--- src/rtl/key_decoder.sv ---
// PS/2 scancode stream to held-key vector for the game controls.
// Tracks make/break/E0 prefixes, OR-merges plain and extended keys per bit, and abandons stalled prefixes.
module key_decoder #(
  parameter int PREFIX_TIMEOUT = 650000,
  parameter int CNT_W          = 20
) (
  input  logic       clk,
  input  logic       rst,
  input  logic [7:0] rx_data,
  input  logic       rx_valid,
  output logic [3:0] key,
  output logic [3:0] key_press,
  output logic       seq_err,
  output logic [1:0] state_dbg
);

  // Handshake: rx_valid is a one-cycle strobe, one strobe per byte; there is no back-pressure.
  // state_dbg encoding: 0=IDLE, 1=EXT, 2=BRK, 3=EXT_BRK.
  typedef enum logic [1:0] {
    IDLE    = 2'd0,
    EXT     = 2'd1,
    BRK     = 2'd2,
    EXT_BRK = 2'd3
  } state_t;

  localparam logic [CNT_W-1:0] TIMEOUT_LAST = CNT_W'(PREFIX_TIMEOUT - 1);
  localparam logic [CNT_W-1:0] CNT_ONE      = CNT_W'(1);

  state_t           state, state_nxt;
  logic [3:0]       plain, plain_nxt;
  logic [3:0]       ext, ext_nxt;
  logic [3:0]       plain_hit, ext_hit;
  logic [CNT_W-1:0] cnt, cnt_nxt;
  logic             err_nxt;
  logic [3:0]       key_nxt;

  always_comb begin
    plain_hit = 4'b0000;
    case (rx_data)
      8'h1C:   plain_hit = 4'b0001;
      8'h23:   plain_hit = 4'b0010;
      8'h1D:   plain_hit = 4'b0100;
      8'h29:   plain_hit = 4'b1000;
      default: plain_hit = 4'b0000;
    endcase
  end

  always_comb begin
    ext_hit = 4'b0000;
    case (rx_data)
      8'h6B:   ext_hit = 4'b0001;
      8'h74:   ext_hit = 4'b0010;
      8'h75:   ext_hit = 4'b0100;
      8'h5A:   ext_hit = 4'b1000;
      default: ext_hit = 4'b0000;
    endcase
  end

  // The counter defaults to zero, which covers both "clear on prefix entry" and "hold at 0 in IDLE".
  always_comb begin
    state_nxt = state;
    plain_nxt = plain;
    ext_nxt   = ext;
    cnt_nxt   = '0;
    err_nxt   = 1'b0;
    if (rx_valid) begin
      case (state)
        IDLE: begin
          if (rx_data == 8'hE0)      state_nxt = EXT;
          else if (rx_data == 8'hF0) state_nxt = BRK;
          else if (rx_data == 8'hAA) begin
            plain_nxt = 4'b0000;
            ext_nxt   = 4'b0000;
          end else                   plain_nxt = plain | plain_hit;
        end
        EXT: begin
          if (rx_data == 8'hF0)      state_nxt = EXT_BRK;
          else if (rx_data == 8'hE0) err_nxt = 1'b1;
          else begin
            ext_nxt   = ext | ext_hit;
            state_nxt = IDLE;
          end
        end
        BRK: begin
          err_nxt   = (rx_data == 8'hE0) || (rx_data == 8'hF0);
          plain_nxt = plain & ~plain_hit;
          state_nxt = IDLE;
        end
        default: begin
          err_nxt   = (rx_data == 8'hE0) || (rx_data == 8'hF0);
          ext_nxt   = ext & ~ext_hit;
          state_nxt = IDLE;
        end
      endcase
    end else if (state != IDLE) begin
      if (cnt == TIMEOUT_LAST) begin
        state_nxt = IDLE;
        err_nxt   = 1'b1;
      end else begin
        cnt_nxt = cnt + CNT_ONE;
      end
    end
  end

  assign key_nxt = plain_nxt | ext_nxt;

  always_ff @(posedge clk) begin
    if (rst) begin
      state     <= IDLE;
      plain     <= 4'b0000;
      ext       <= 4'b0000;
      cnt       <= '0;
      key       <= 4'b0000;
      key_press <= 4'b0000;
      seq_err   <= 1'b0;
    end else begin
      state     <= state_nxt;
      plain     <= plain_nxt;
      ext       <= ext_nxt;
      cnt       <= cnt_nxt;
      key       <= key_nxt;
      key_press <= key_nxt & ~key;
      seq_err   <= err_nxt;
    end
  end

  assign state_dbg = state;

endmodule
--- config.mk ---
export PLATFORM = sky130hd
export DESIGN_NAME = key_decoder
export DESIGN_NICKNAME = d
export VERILOG_FILES = /design/src/rtl/key_decoder.sv
export SDC_FILE = /design/constraint.sdc
export NUM_CORES = 1
export LEC_CHECK = 0
export CORE_ASPECT_RATIO = 0.9
export CORE_MARGIN = 1
export CORE_UTILIZATION = 61
export CTS_BUF_LIST = sky130_fd_sc_hd__clkbuf_8
export CTS_CLUSTER_DIAMETER = 80
export DETAILED_ROUTE_END_ITERATION = 7
export GPL_TIMING_DRIVEN = 0
export PLACE_DENSITY = 0.84
export SLEW_MARGIN = 20
export SYNTH_ARGS = -nofsm -noshare
export SYNTH_HDL_FRONTEND = slang
export SYNTH_SLANG_ARGS = --single-unit
--- constraint.sdc ---
create_clock -name clk -period 4 [get_ports clk]
set_input_delay 0.6 -clock clk [delete_from_list [all_inputs] [get_ports clk]]
set_output_delay 0.6 -clock clk [all_outputs]
set_load 0.005 [all_outputs]
==> impl_metrics.yaml <==
run_status:
  status: "complete, no violations"
drt:
  drtPass1Iterations: 4
  wl_mm: 4.050
  drtAntennaViolNets: 0
  via_count: 1615
  drt_iter0_markers: 102
  drc_errors: 0
  avgRoutedWirePerCell_um: 14.67
  via_per_inst: 5.851
yosys:
  syn_inst: 208
  synth.area.top_cells: "dfxtp_1 (43%), nor2_1 (8.3%), xnor2_1 (4.3%), xor2_1 (4.3%), nand3_1 (2.8%)"
  synth_top_area_cell: "dfxtp_1"
  ys_seq_area_share_pct: 43.06
  syn_area_per_cell_um2: 8.716
  async_flop_share_pct: 0
  yosysMostFrequentCell: "nor2_1"
  yosys_most_used_dff: "dfxtp_1"
  synth_common_cells: "nor2_1 (40), dfxtp_1 (39), nand2_1 (11), nand3_1 (10)"
  synth_seq_cells: 39
  synth_edf_count: 0
  synth_cell_types: 46
  synth_warnings: 0
  syn-cell-area_um2: 1813
  synth_top_area_share_pct: 43.06
  synth.net_count: 220
worst_setup_path:
  cp-startpoint: "rx_valid"
  worstPathRequired_ps: 4190
  endpoint_kind: "flip-flop"
  r2r-start: "cnt[0]$_SDFF_PP0_"
  startpoint_type: "primary input"
  cp_max_fo: 10
  crit_type: "primary input to flip-flop"
  worst_ep_arrival_time_ps: 2970
job:
  drv_cap: 0
timing:
  slew_viol_final: 0
  hold_viol_final: 0
  rsz0062_at_grt: "false"
  setup_tns_ps: 0
  timing.fmax_mhz: 359.6
  period_share_pct: 69.52
  timing.final.ws_setup_ps: 1219
  layout_min_cycle_time_ps: 2781
  fin_skew_ps: 5.529
  setup_viol: 0
  tightestPinTransition_ps: 600.1
  slew_headroom_pct: 59.43
clock_tree:
  cts_tree: "yes"
  hold_buffers: 0
  numCtsBuffers: 5
  clockBufferDepth: 2
  clkLatencyLatePin_ps: 290
  htreeDepth: 2
  cts-root-buf: "clkbuf_8"
  cts_sinks: 39
  cts.repair.resized: 0
  path_clk_slew_ps: 70
  postCtsSetupRepairBufs: 0
grt:
  globalRouteMet2Util_pct: 43.63
  grt.overflow.total: 0
  antenna_found_initial: 0
  grt_pass1_wl_mm: 6.672
  met3_usage_pct: 6.731
  grt_pass1_vias: 1455
  grt-busiest-layer: "met2"
  grt_max_degree: 13
  grt.met1_usage_pct: 39.20
  track_usage_pct: 28.93
placed_design:
  gp_congestion: 1.008
  portBuffers: 20
  pre_cts_slack_ps: 953.9
  dp_hpwl_mm: 2.855
floorplanning:
  dieArea_um2: 3194
  initial_core_util_pct: 64.92
  rows: 18
  io_pins: 22
  die_h_um: 53.72
  die_w_um: 59.47
  coreArea_um2: 2793
min_path:
  hold_class: "flip-flop to flip-flop"
  min_from: "key[3]$_SDFF_PP0_"
finish:
  fillCellCount: 220
  syn_to_final_growth_pct: 18.50
  final_nets: 247
  drive_gt1_share_pct: 6.780
  antenna_cells: 0
power:
  power.density_nw_per_um2: 313.2
  vdd_drop_max_v: 0.0002490
  leakage_nw: 0.7303
## cell families (layout without fill, tap and decap cells)
| kind of cell | Yosys count | in the layout | share of synthesized area, % |
|---|---|---|---|
| and+or+nand+nor | 109 | 109 | 32.64 |
| DFF | 39 | 39 | 43.06 |
| AOI/OAI and AO/OA | 24 | 24 | 10.15 |
| xor gates and xnor gates | 18 | 18 | 8.696 |
| buffers and inverters | 14 | 42 | 3.037 |
| muxes | 3 | 3 | 1.725 |
| adders and majority gates | 1 | 1 | 0.6900 |
## power breakdown
group          leakage [nW]  total (mW)  internal (mW)  switching, mW
logic                 0.371      0.0331         0.0152         0.0180
clock network        0.0453       0.251          0.119          0.132
registers             0.314       0.388          0.388       0.000175
## state kept, by name, indices dropped and copies added, names as in the netlist
| name | cells |
|---|---|
| cnt | 20 |
| ext | 4 |
| key | 4 |
| key_press | 4 |
| plain | 4 |
| state_dbg | 2 |
| seq_err | 1 |
## worst paths after layout
| check | to | slack, ps | depth (start not counted) |
|---|---|---|---|
| setup / recovery | key_press[1]$_SDFF_PP0_ | 1220 | 7 |
| hold / removal | key_press[3]$_SDFF_PP0_ | 410 | 1 |
| setup reg to reg | cnt[19]$_SDFF_PP0_ | 1790 | 7 |
| hold reg to reg | key_press[3]$_SDFF_PP0_ | 410 | 1 |
## layout by cell type (no fill, tap or decap), types with 3 or more instances in the layout
master / instances
and3_1: 4
o21ai_0: 4
clkbuf_1: 5
nor4b_1: 4
nand3_1: 10
nor2_1: 40
nand4b_1: 4
a21oi_1: 3
xor2_1: 9
dfxtp_1: 39
clkdlybuf4s50_1: 20
or4_1: 5
nand4_1: 7
nor4_1: 5
inv_1: 8
nand2_1: 11
clkbuf_8: 5
nor3_1: 4
xnor2_1: 9
## layout make-up
type / instances / area (µm²) / share of cell area (%)
Clock inverter: 3 / 16.27 / 0.7571
Inverter: 7 / 26.28 / 1.223
Tap cell: 40 / 50.05 / 2.330
Buffer: 7 / 28.78 / 1.340
Timing Repair Buffer: 20 / 200.2 / 9.319
Clock buffer: 5 / 68.82 / 3.203
Sequential cell: 39 / 780.7 / 36.34
Multi-Input combinational cell: 155 / 977.2 / 45.49
## critical path: stages
cell and delay [ps]:
clkdlybuf4s50_1 500, clkbuf_1 400, nand4b_1 310, nor4_1 440, mux2_2 390, a21o_1 180
and2b_1 150
## metrics by stage
stage	hold slack [ps]	power, mW	instance area (µm²)	instances	util, %
after global routing	438.4	0.6933	2148	276	76.93
final	414.4	0.6729	2148	276	76.93
after global placement	393.9	0.4295	2063	268	73.88
after floorplan	412.2	0.4120	1813	208	-
after detailed placement	407.5	0.4296	2063	268	73.88
after CTS	417.8	0.6739	2148	276	76.93
## per-layer routing
metal	vias to the layer above	part of all wire (%)
met4	0	1.4
met1	743	47
met5	-	0
met3	8	7.0
met2	60	44
li1	804	-
Note: power is estimated with default switching activity, not from simulation.
